<file path="src/rtl/cdb_arbiter.sv">
// cdb_arbiter: round-robin common data bus arbiter over per-channel one-entry result buffers
// Ports: clk; rst (asynchronous, active-low); req_valid/req_tag/req_data in and req_ready out per channel;
//        cdb_valid/cdb_tag/cdb_data/cdb_src registered broadcast; flush input only when CDB_FLUSH_EN is defined.
// Macro CDB_FLUSH_EN: adds flush, which empties every buffer and suppresses the broadcast for that edge.
module cdb_arbiter #(
    parameter  int NUM_FU = 4,
    parameter  int TAG_W  = 5,
    parameter  int DATA_W = 32,
    localparam int SRC_W  = $clog2(NUM_FU)
) (
    input  logic                     clk,
    input  logic                     rst,
    input  logic [NUM_FU-1:0]        req_valid,
    input  logic [NUM_FU*TAG_W-1:0]  req_tag,
    input  logic [NUM_FU*DATA_W-1:0] req_data,
    output logic [NUM_FU-1:0]        req_ready,
    output logic                     cdb_valid,
    output logic [TAG_W-1:0]         cdb_tag,
    output logic [DATA_W-1:0]        cdb_data,
    output logic [SRC_W-1:0]         cdb_src
`ifdef CDB_FLUSH_EN
    ,
    input  logic                     flush
`endif
);
    logic fl;
`ifdef CDB_FLUSH_EN
    assign fl = flush;
`else
    assign fl = 1'b0;
`endif
    logic [NUM_FU-1:0] full, grant, xfer;
    logic [TAG_W-1:0]  buf_tag  [NUM_FU];
    logic [DATA_W-1:0] buf_data [NUM_FU];
    logic [SRC_W-1:0]  rr_ptr, gnt_idx, cand;
    logic              found;
    // first full buffer at or after rr_ptr, wrapping at NUM_FU
    always_comb begin
        found   = 1'b0;
        gnt_idx = '0;
        cand    = '0;
        for (int k = 0; k < NUM_FU; k++) begin
            cand = SRC_W'((int'(rr_ptr) + k) % NUM_FU);
            if (!found && full[cand]) begin
                found   = 1'b1;
                gnt_idx = cand;
            end
        end
    end
    assign grant     = found ? (NUM_FU'(1) << gnt_idx) : '0;
    assign req_ready = fl ? '0 : (~full | grant);
    assign xfer      = req_valid & req_ready;
    always_ff @(posedge clk or negedge rst) begin
        if (!rst) begin
            full      <= '0;
            rr_ptr    <= '0;
            cdb_valid <= 1'b0;
            cdb_tag   <= '0;
            cdb_data  <= '0;
            cdb_src   <= '0;
            for (int i = 0; i < NUM_FU; i++) begin
                buf_tag[i]  <= '0;
                buf_data[i] <= '0;
            end
        end else begin
            cdb_valid <= found && !fl;
            if (found && !fl) begin
                cdb_tag  <= buf_tag[gnt_idx];
                cdb_data <= buf_data[gnt_idx];
                cdb_src  <= gnt_idx;
                rr_ptr   <= (gnt_idx == SRC_W'(NUM_FU - 1)) ? '0 : gnt_idx + 1'b1;
            end
            for (int i = 0; i < NUM_FU; i++) begin
                if (fl) begin
                    full[i] <= 1'b0;
                end else if (xfer[i]) begin
                    full[i]     <= 1'b1;
                    buf_tag[i]  <= req_tag[i*TAG_W +: TAG_W];
                    buf_data[i] <= req_data[i*DATA_W +: DATA_W];
                end else if (grant[i]) begin
                    full[i] <= 1'b0;
                end
            end
        end
    end
endmodule

</file>
<file path="config.mk">
export PLATFORM = sky130hd
export DESIGN_NAME = cdb_arbiter
export DESIGN_NICKNAME = d
export VERILOG_FILES = /design/src/rtl/cdb_arbiter.sv
export SDC_FILE = /design/constraint.sdc
export NUM_CORES = 1
export LEC_CHECK = 0
export ABC_AREA = 1
export CAP_MARGIN = 20
export CELL_PAD_IN_SITES_DETAIL_PLACEMENT = 0
export CELL_PAD_IN_SITES_GLOBAL_PLACEMENT = 2
export CORE_ASPECT_RATIO = 2
export CORE_MARGIN = 2
export CORE_UTILIZATION = 25
export CTS_CLUSTER_DIAMETER = 150
export DETAILED_ROUTE_END_ITERATION = 6
export PLACE_DENSITY_LB_ADDON = 0.1
export SLEW_MARGIN = 20
export SYNTH_ARGS = -nofsm -noshare
export SYNTH_HDL_FRONTEND = slang
export SYNTH_SLANG_ARGS = --single-unit
</file>
<file path="constraint.sdc">
create_clock -name clk -period 3 [get_ports clk]
set_clock_uncertainty 0.2 [all_clocks]
set_input_delay 0.3 -clock clk [delete_from_list [all_inputs] [get_ports clk]]
set_output_delay 0.3 -clock clk [all_outputs]
set_load 0.005 [all_outputs]
</file>
# Yosys cells after proc, flatten, opt, wreduce, memory -nomap -nowiden
# Index checks and enable logic that the tools add are counted.
[word_totals] output_inout_bits=44 input_bits=154 word_cells=74 reg_bits=194
[op_classes] reduce_logical=10 eq_ne=1 bitwise_logic=4 n_mux=32 n_shift=1 magnitude_cmp=5 addsub=4
[op_table] operator="32-bit binary-select mux with 2-bit select" n=1
[op_table] operator="32-bit two-way mux" n=2
[op_table] operator="1-bit two-way mux" n=16
[op_table] operator="2-bit by 3-bit less-than comparator with 1-bit output, second input constant" n=4
[op_table] operator="5-bit binary-select mux with 2-bit select" n=1
[op_table] operator="2-bit two-way mux" n=5
[op_table] operator="5-bit two-way mux" n=2
[op_table] operator="1-bit binary-select mux with 2-bit select" n=4
[op_table] operator="2-bit nonzero test" n=4
[op_table] operator="2-bit by 1-bit adder with 2-bit output, second input constant" n=2
[op_table] operator="2-bit adder, second input constant" n=2
[op_table] operator="4-bit bitwise AND" n=1
[op_table] operator="4-bit two-way mux" n=1
[op_table] operator="4-bit NOT" n=1
[op_table] operator="4-bit bitwise OR" n=1
[op_table] operator="1-bit by 2-bit << shifter with 4-bit output, first input constant" n=1
[op_table] operator="3-bit >= comparator, second input constant" n=1
[op_table] operator="1-bit logical AND" n=3
[op_table] operator="1-bit zero test" n=3
[op_table] operator="2-bit NOT with 3-bit output" n=1
[op_table] operator="2-bit equality test, second input constant" n=1

# Logic depth before layout (Yosys ltp)
# Gate-level depths: netlist (run 1).
[logic_depth] depth_word=17 ltp_mapped=20 ltp_nobuf=16

# Worst setup path after synthesis (run 1)
# Ideal clock, no wire load.
[synth_timing] kind="register to register" start="reg rr_ptr[0]" end="reg buf_data[10] in the netlist's numbering" stages_incl_launch_ff=19 synth_period_minus_slack_ps=2666 path_slack_ps=334 n_path_buf=5 arrival_ps=2343 setup_time_ps=124 t_required_ps=2676 cell_sequence="dfrtp_1 -> buf_4 -> nand2_1 -> nand3_1 -> nand2_1 -> inv_2 -> a21oi_1 -> nand2_2 -> nand2_2 -> buf_6 -> buf_6 -> buf_6 -> inv_1 -> ha_1 -> nand2_1 -> nand2_2 -> nand2_2 -> buf_2 -> a21oi_1"
[synth_between] elab_chain_len=16 word_cells_on_any_way=29 cone_classes="add/sub: 3; shift: 1; mux: 17; bitwise: 2; reduce/logical: 6"
[synth_rtl] item="start, declared" line_no="35" text="logic [SRC_W-1:0] rr_ptr, gnt_idx, cand;"
[synth_rtl] item="start signal, assigned" line_no="71" text="rr_ptr <= (gnt_idx == SRC_W'(NUM_FU - 1)) ? '0 : gnt_idx + 1'b1;"
[synth_rtl] item="branches (longest 13 deep; another with 2-bit by 1-bit adder with 2-bit output)"
[synth_rtl] item="4-bit two-way mux (*)" line_no="50" text="assign grant = found ? (NUM_FU'(1) << gnt_idx) : '0;"
[synth_rtl] item="4-bit bitwise OR (*)" line_no="51" text="assign req_ready = fl ? '0 : (~full | grant);"
[synth_rtl] item="named net req_ready[3]" line_no="16" text="output logic [NUM_FU-1:0] req_ready,"
[synth_rtl] item="4-bit bitwise AND (*)" line_no="52" text="assign xfer = req_valid & req_ready;"
[synth_rtl] item="end signal, assigned by index" line_no="79" text="buf_data[i] <= req_data[i*DATA_W +: DATA_W];"
[synth_rtl] item="end, declared" line_no="34" text="logic [DATA_W-1:0] buf_data [NUM_FU];"
# Mark *: on every way through the listed nets, which the timed path passes. The select of a mux whose other input is x is not followed.
# A chain may end at the register's enable or synchronous reset.

# Final worst setup path (run 1)
[layout_timing] start="reg rr_ptr[0]" end="out req_ready[0]"
[layout_between] elab_chain_len=15 word_cells_on_any_way=28 cone_classes="add/sub: 3; shift: 1; mux: 17; bitwise: 1; reduce/logical: 6"
[layout_rtl] item="branches (longest 13 deep; another with 2-bit by 1-bit adder with 2-bit output)"
[layout_rtl] item="4-bit two-way mux (*)" line_no="50"
[layout_rtl] item="4-bit bitwise OR (*)" line_no="51"
[layout_rtl] item="end, declared" line_no="16"
# Mark *: on every way between the ends. The select of a mux whose other input is x is not followed.

==> metrics.cfg, run 1 <==
[floorplanning]
die-area_mm2 = 0.0384
num_rows = 99
initial_core_util_pct = 25.3
io_pins = 198
coreArea_mm2 = 0.0363
die_h_um = 275
die_w_um = 140

[logic_synthesis]
synth_fp_nets = 1343
synthSimpleGateAreaFrac_pct = 32.8
synth_area_leaders = dfrtp_1 (53%), nand2_1 (19%), nand3_1 (11%)
yosys_warnings = 0
synth.area.mux_share_pct = 0
yosys.area_share.adder_pct = 0.136
synth-xor-area-share_pct = 0
yosysTopAreaCell = dfrtp_1
synth_top_family_by_area = simple AND/OR/NAND/NOR gates
ys_seq_area_share_pct = 52.9
synth_area_mm2 = 0.00919
ys_types = 23
synth_compound_area_share_pct = 4.92
syn_avg_cell_area_um2 = 7.73
synth.ff_latch_count = 194
synth_cells = 1188
synth.top_cell.area_share_pct = 52.9

[worst_setup_path]
slowest_stage = dfrtp_2
start_kind = register
worstPathMaxFanout = 7
crit_arrival_ns = 2.39
cp_slowest_stage_delay_ns = 0.48
end_kind = output port
path_buf_inv = 4
path_class = register to output port
critPathTopFamily = simple AND/OR/NAND/NOR gates
cp_common_cell = nand2_2
path_cells = buf_12 > nand2_1 > nand3_1 > nand2_2 > inv_2 > a21oi_2 > nand2_2 > nand2_4 > buf_4 > nand3_1 > nand2_2 > dlygate4sd2_1
critPathRequiredTime_ns = 2.50

[cells_and_area]
ff_latch_area_mm2 = 0.00486
area_delta_synth_final_pct = 36.3
drive_above_1_share_pct = 8.41
multiInputGateArea_mm2 = 0.00355
fin_area_mm2 = 0.0125
fillers = 3943
fin_util_pct = 34.5
final_nets = 1534

[sta]
setup-violations-final = 0
layout_setup_ws_ns = 0.114
hold_slack_ns = 0.119
rsz0062_at_grt = true
finalMaxSlewViolations = 0
finalSetupTns_ns = 0
fmax_mhz = 347
worst_pin_slew_ns = 0.467
relSlewSlack_pct = 68.8
final.min_clock_period_ns = 2.89
timing.final.crit_share_pct = 96.2
final_hold_viol_count = 0

[route]
routed_wl_um = 31400
num_vias = 8008
dr.pass1.iters = 5
detail_route.vias_per_cell = 4.34
drtAntennaViolNets = 0
drc = 0
first_iter_violations = 423
wl_per_cell_um = 17.0

[pwr]
power_switching_uw = 8110
swShare_pct = 47.5
power_frac_clock_pct = 13.9
peakVddDrop_uv = 842
p_per_area_mw_per_mm2 = 1370
combPwrFrac_pct = 58.4
pwr-share-seq_pct = 27.7
power.leakage_uw = 0.00628
power.internal_uw = 8970

[clocking]
cts_buffer_depth = 2
cts_tree = built
cts.sinks = 194
insertion_delay_ns = 0.45
cts.clk_slew.worst_paths_ns = 0.08
cts_root_buf = clkbuf_16
numCtsBuffers = 17
htree_levels = 4

[placed_design]
gp_congestion = 0.807
dpl_cell_area_mm2 = 0.0117
place_ws_ns = 0.0317
port_buffers = 197
dp_hpwl_um = 22900

[global_routing]
grt_usage_pct = 16.6
antenna_found_initial = 1
grt_pass1_wl_um = 49100
grt_pass1_vias = 8451
grt-ovfl-total = 0
grt_max_degree = 67

[run_status]
status = finished clean

[run]
maxCapViolCount = 0

[hold_path]
min_path_type = input port to asynchronous set/reset pin

metal layers:
layer / share of wire, % / up-vias / wire [µm] / track usage [%]
li1: - / 4116 / - / -
met1: 45 / 3720 / 14000 / 21.1
met2: 51 / 152 / 15900 / 29.3
met3: 2.8 / 20 / 885 / 2.54
met4: 1.9 / 0 / 605 / 4.76
met5: 0 / - / 0 / 0
cell families (layout without fill, tap and decap cells):
family | after synthesis | count (layout)
flops | 194 | 194
fa+ha+maj | 1 | 1
other cells | 0 | 1
compound gates | 81 | 81
simple gates | 721 | 721
buf+inv | 191 | 395
power by group through the flow:
stage,logic (µW),clock network (µW),registers [µW]
final,9980,2370,4730
after global routing,11500,2560,4900
after CTS,10100,2470,4750
after detailed placement,9940,0,4800
after global placement,9900,0,4810
after floorplan,6320,0,4580
cells in the mapped netlist:
cell type and instances:
a21oi_1 39, buf_1 3, buf_2 24, buf_4 13
buf_6 8, clkbuf_1 28, dfrtp_1 194, ha_1 1
inv_1 110, inv_2 5, nand2_1 459, nand2_2 5
nand3_1 211, nand3_2 1, nand3b_1 1, nand4_1 1
nor2_1 37, nor2_2 2, o211ai_1 17, o21ai_0 19
o21ai_1 5, o21ai_2 1, or2_1 4
registers in the layout, summed over array words and instances (netlist names):
name / cells
cdb_data: 32
cdb_tag: 5
cdb_src: 2
full: 4
buf_tag: 20
cdb_valid: 1
buf_data: 128
rr_ptr: 2
worst register-to-register path, stage by stage (launching register included):
cell	delay (ns)
dfrtp_2	0.48
buf_12	0.16
nand2_1	0.05
nand3_1	0.13
nand2_2	0.16
inv_2	0.05
a21oi_2	0.12
nand2_2	0.09
nand2_4	0.08
inv_1	0.05
ha_1	0.17
nand2_1	0.11
nand2_2	0.08
buf_4	0.17
nand2_4	0.13
buf_12	0.18
buf_12	0.17
nor2_1	0.04
a21oi_1	0.11
area by class of cell:
cell class | count | area share [%]
Tap cell | 454 | 4.54
Clock buffer | 18 | 3.43
Antenna cell | 1 | 0.0200
Timing Repair Buffer | 248 | 20.0
Clock inverter | 14 | 1.35
Inverter | 115 | 3.51
Multi-Input combinational cell | 803 | 28.4
Sequential cell | 194 | 38.8
layout by cell type (no fill, tap or decap), types with 10 or more instances in the layout:
master	n
clkdlybuf4s50_1	191
o211ai_1	17
inv_1	110
a21oi_1	38
nand2_1	448
dfrtp_1	192
nand2_2	14
buf_12	10
clkbuf_16	18
nand3_1	209
nor2_1	35
o21ai_0	19
buf_4	38
timing repair:
| action | in CTS | in global routing |
|---|---|---|
| setup endpoints to repair | 4 | 38 |
| hold buffers | 1 | 0 |
| buffers inserted | 6 | 3 |
| cloned | 0 | 1 |
| pin swaps | 2 | 4 |
| resized for setup | 15 | 15 |
| hold endpoints to repair | 39 | 0 |
through the flow:
stage          total power (µW)  instances
2_1_floorplan             10900       1188
3_3_place_gp              14700       1803
3_5_place_dp              14700       1803
4_1_cts                   17300       1842
5_1_grt                   18900       1847
6_report                  17100       1847
path summary, 6_finish.rpt:
kind,end,from,cells after the start,slack [ns]
setup / recovery,req_ready[0],rr_ptr[0]$_DFFE_PN0P_,12,0.11
hold / removal,buf_data[14]$_DFFE_PN0P_,rst,2,0.12
setup reg to reg,buf_data[3]$_DFFE_PN0P_,rr_ptr[0]$_DFFE_PN0P_,18,0.18
hold reg to reg,buf_data[85]$_DFFE_PN0P_,buf_data[85]$_DFFE_PN0P_,2,0.27
max in group asynchronous,rr_ptr[1]$_DFFE_PN0P_,rst,3,1.72
min in group clk,buf_data[46]$_DFFE_PN0P_,req_valid[2],3,0.12
Note: power is estimated with default switching activity, not from simulation.
==> inputs of run 2 (changes only) <==
clock period = 2.7 ns   (was 3 ns; I/O delays follow)
==> run 2 against run 1 <==
Non-clock buffer count rose by 14; first-iteration DRC count fell by 22%; clock power barely moved; worst setup slack got worse by 0.11 ns; die area did not move; flip-flop and latch count did not move; power rose by 16%; sequential power rose by 12%; sequential share of layout area fell by 1.0 points; register-to-register slack got worse by 0.14 ns; highest routed layer unchanged; worst hold slack got worse by 0.040 ns.
==> metrics.cfg, run 2 (synthesis gave the netlist of run 1 again) <==
[route]
routed_wl_um = 32100
detail_route.vias_per_cell = 4.36
wl_per_cell_um = 17.3
drc = 0
dr.pass1.iters = 4
first_iter_violations = 328
drtAntennaViolNets = 0
num_vias = 8098

[worst_setup_path]
cp_slowest_stage_delay_ns = 0.49
rr_worst_depth = 17
slowest_stage = dfrtp_2
startpoint = rr_ptr[0]$_DFFE_PN0P_
cp-endpoint = req_ready[3]
start_kind = register
path_cells = clkinvlp_4 > nand2_2 > nand2_2 > nand2_1 > nand2_1 > a21oi_2 > nand2_2 > nand2_4 > inv_4 > ha_4 > nand2_4 > nand2_4 > buf_6
path_class = register to output port
end_kind = output port
crit_arrival_ns = 2.23
ff2ff_setup_slack_ns = 0.04
rr_startpoint = rr_ptr[0]$_DFFE_PN0P_
worstPathMaxFanout = 7
critPathRequiredTime_ns = 2.23
r2r_end = buf_data[22]$_DFFE_PN0P_

[clocking]
cts_buffer_depth = 2
numCtsBuffers = 17
cts.sinks = 194
cts_root_buf = clkbuf_16
insertion_delay_ns = 0.45
cts.clk_slew.worst_paths_ns = 0.07
cts_tree = built
htree_levels = 4

[cells_and_area]
top_register = buf_data
drive_above_1_share_pct = 10.7
fillers = 3840
multiInputGateArea_mm2 = 0.00369
ff_latch_area_mm2 = 0.00486
diodes = 0
final_cell_mix = nand2_1 (441), nand3_1 (201), dfrtp_1 (193)
final_nets = 1549
final_common_cell = nand2_1
fin_cells = 1859
area_delta_synth_final_pct = 40.0
largestRegisters = buf_data x128, cdb_data x32, buf_tag x20
fin_area_mm2 = 0.0129
largest_reg_flops = 128
fin_util_pct = 35.4

[hold_path]
min_path_type = input port to register

[sta]
layout_setup_ws_ns = 0.00375
setup-violations-final = 0
fmax_mhz = 371
rsz0062_at_grt = true
relSlewSlack_pct = 54.2
worst_pin_slew_ns = 0.687
finalMaxSlewViolations = 0
final_hold_viol_count = 0
timing.final.crit_share_pct = 99.9
final.min_clock_period_ns = 2.70

[global_routing]
grt_pass1_wl_um = 48800
grt-ovfl-total = 0
antenna_found_initial = 0
grt_pass1_vias = 8402
grt_max_degree = 98
grt_usage_pct = 16.4

[run_status]
status = finished clean

[floorplanning]
num_rows = 99
io_pins = 198
die_w_um = 140
initial_core_util_pct = 25.3
coreArea_mm2 = 0.0363
die-area_mm2 = 0.0384
die_h_um = 275

[placed_design]
port_buffers = 197
dp_hpwl_um = 22300
placedCellCount = 1808
place_ws_ns = -0.0701
dpl_cell_area_mm2 = 0.0118
gp_congestion = 0.755

[pwr]
p_per_area_mw_per_mm2 = 1550
finalPower_uw = 19900
power.leakage_uw = 0.00642
peakVddDrop_uv = 1170

[run]
maxCapViolCount = 0

[run 2: cell count changes in the layout (fill, tap and decap cells not counted), sizes merged, moves of 2 or more]
cell	before	now
buf	50	64
clkinv	5	7
clkbuf	21	27
bufinv	2	0
inv	120	115
[run 2: repair_timing]
| item | CTS | global route |
|---|---|---|
| endpoints found under the setup margin | 9 | 168 |
| setup buffers | 5 | 7 |
| hold buffers | 1 | 0 |
| gates resized for setup | 39 | 52 |
| gates cloned | 1 | 7 |
| pin swaps | 12 | 20 |
| endpoints found under the hold margin | 65 | 0 |
[run 2: through the flow]
step	hold WS (ns)	TNS, ns
floorplan	-0.226	0
detailed placement	0.150	-0.123
finish	0.0793	0
CTS	0.0674	-0.0815
global placement	0.166	-0.0470
global route	0.100	-3.73
[run 2: worst min path at each step]
stage	slack, ns	end	cells past startpoint	start
after floorplan	-0.23	buf_data[0]$_DFFE_PN0P_	0	rst
after global placement	0.17	buf_data[46]$_DFFE_PN0P_	1	rst
after detailed placement	0.15	buf_data[46]$_DFFE_PN0P_	1	rst
after CTS	0.07	buf_data[51]$_DFFE_PN0P_	3	req_valid[2]
after global routing	0.10	buf_data[32]$_DFFE_PN0P_	3	req_valid[2]
final	0.08	buf_data[51]$_DFFE_PN0P_	3	req_valid[2]
[run 2: metal layers]
metal | vias to the layer above | wire length [µm] | global-route usage, % | share of wire (%)
met5 | - | 0 | 0 | 0
met4 | 0 | 402 | 4.50 | 1.3
met3 | 18 | 853 | 2.73 | 2.7
met2 | 158 | 16400 | 28.0 | 51
met1 | 3779 | 14500 | 21.6 | 45
li1 | 4143 | - | - | -
[run 2: final cells by class]
type | instances | area share [%]
clock buffers | 21 | 3.58
flip-flops and latches | 194 | 37.8
clock inverters | 9 | 0.477
repair inverters | 1 | 0.0584
well taps | 454 | 4.42
inverters | 115 | 3.40
repair buffers | 262 | 21.6
multi-input cells | 803 | 28.7
[run 2: report_power, final]
group / internal, µW / leakage (µW) / switching, µW
Sequential: 4470 / 0.00232 / 809
Clock: 1210 / 0.000255 / 1150
Combinational: 4860 / 0.00384 / 7380
[run 2: worst max-delay path: cells and delay by family (launching register included)]
kind | cells | cell delay, ns
flops | 1 | 0.49
compound gates | 1 | 0.15
fa+ha+maj | 1 | 0.15
simple gates | 8 | 0.61
buf+inv | 3 | 0.35
==> RTL change: new RTL, settings of run 1 <==
Change the parameter `DATA_W` from 32 to 64.
--- a/src/rtl/cdb_arbiter.sv
+++ b/src/rtl/cdb_arbiter.sv
@@ -6,5 +6,5 @@
     parameter  int NUM_FU = 4,
     parameter  int TAG_W  = 5,
-    parameter  int DATA_W = 32,
+    parameter  int DATA_W = 64,
     localparam int SRC_W  = $clog2(NUM_FU)
 ) (
Ports: changed (resized cdb_data and req_data); port bits go from 198 to 358. No check against the original RTL was run, so the function may have changed too.
==> RTL change against run 1 <==
Routed wire length rose by 120%. Combinational power up 98%. Highest routed layer is now met5. Synthesized cell count up 91%. Largest power group unchanged. Worst setup slack lost 0.022 ns. Area after synthesis is 85% higher. Sequential cell count up 160. Cell area grew 86%. Die area rose by 82%. Register-to-register slack got worse by 0.02 ns. Clock power increased by 100%. Largest cell class unchanged. Total power increased by 94%.
==> RTL change: results (changes against run 1) <==
post-DR wirelength/cell=19.8 µm (was 17.0 µm); flops & latches, synth=354 (was 194); Reg clk slew, reported paths=0.06 ns (was 0.08 ns); post-synthesis adder-cell area fraction=0.000738 (was 0.00136); R2R cell count=17 (was 18); Post-Layout Cell Count=3491 (was 1847); H-tree depth=2 (was 4); largest net degree at the start of global routing=139 (was 67); Num CTS Buffers=40 (was 17); flop2flop setup slack=0.16 ns (was 0.18 ns); register area share after synthesis=0.522 (was 0.529); hold crit path type=in2reg (was in2async); Tot GR Track Use=0.195 (was 0.166); Max FO, Critical Path=4 (was 7); DR vias/cell=4.57 (was 4.34); clk_lat worst skew=0.56 ns (was 0.45 ns); Rel. slew slack=0.463 (was 0.688); vias in the first global route=16300 (was 8451); Peak VDD IR=1.57 mV (was 0.842 mV); Placed Area=21800 µm² (was 11700 µm²); Area contributors post-synth=dfrtp_1, nand2_1, nand3_1 (unchanged); initial drt markers=804 (was 423); Leak=0.0118 µW (was 0.00628 µW); maximum clock insertion buffer count=3 (was 2); CP top delay family=buffers and inverters (was simple AND/OR/NAND/NOR gates); Port Buffers=357 (was 197); Placed Cells=3411 (was 1803); outcome=finished clean (unchanged); FF-to-FF End=buf_data[172] (was buf_data[3]); largest registers=buf_data: 256 flops, cdb_data: 64 flops, buf_tag: 20 flops (was buf_data: 128 flops, cdb_data: 32 flops, buf_tag: 20 flops); Fillers=7205 (was 3943); DP HPWL=43.3 mm (was 22.9 mm)
-- RTL change: routing by layer --
metal,up-vias,part of all wire,GRT usage
met5,-,0.0014,0
met4,16,0.018,0.0445
met3,69,0.056,0.0389
met2,392,0.45,0.311
met1,7652,0.48,0.271
li1,7816,-,-
-- RTL change: how the worst max path moves through the flow --
stage	startpoint	to	slack, ns	depth (start not counted)
5_1_grt	rr_ptr[0]	req_ready[0]	-0.06	12
3_3_place_gp	rr_ptr[0]	req_ready[3]	0.15	12
2_1_floorplan	rr_ptr[0]	buf_data[58]	0.16	18
3_5_place_dp	rr_ptr[0]	req_ready[3]	0.14	12
4_1_cts	rr_ptr[0]	req_ready[3]	0.01	14
6_report	rr_ptr[0]	req_ready[1]	0.09	13
-- RTL change: layout make-up --
class	count	share of cell area
Clock inverter	5	0.00124
Timing Repair Buffer	432	0.193
Multi-Input combinational cell	1594	0.301
Tap cell	890	0.0479
Antenna cell	2	0.000215
Inverter	151	0.0246
Sequential cell	354	0.381
Clock buffer	63	0.0507
-- RTL change: cells by family after synthesis --
| group | after synthesis |
|---|---|
| AOI/OAI and AO/OA | 72 |
| adders and majority gates | 1 |
| and+or+nand+nor | 1521 |
| DFF | 354 |
| buffers and inverters | 322 |
-- RTL change: through the flow --
step,utilization,TNS [ns],setup slack (ns)
floorplan,-,0,0.160
global placement,0.324,0,0.146
detailed placement,0.324,0,0.136
CTS,0.343,0,0.0139
global route,0.345,-0.285,-0.0649
finish,0.345,0,0.0920
-- RTL change: where the power goes --
group / switching [µW] / total (µW) / internal (µW)
Combinational: 12900 / 19800 / 6850
Sequential: 1240 / 8570 / 7340
Clock: 2110 / 4790 / 2690
Total: 16300 / 33100 / 16900
-- RTL change: timing repair --
item	in CTS	in global routing
hold endpoints to repair	58	0
setup buffers	5	1
hold buffers	1	0
pin swaps	7	6
cloned	1	2
resized for setup	33	16
setup endpoints to repair	4	25
-- RTL change: worst min-delay path, delay by kind of cell --
family	cells	cell delay, ns
buffers and inverters	1	0.27
AND/OR/NAND/NOR	2	0.20
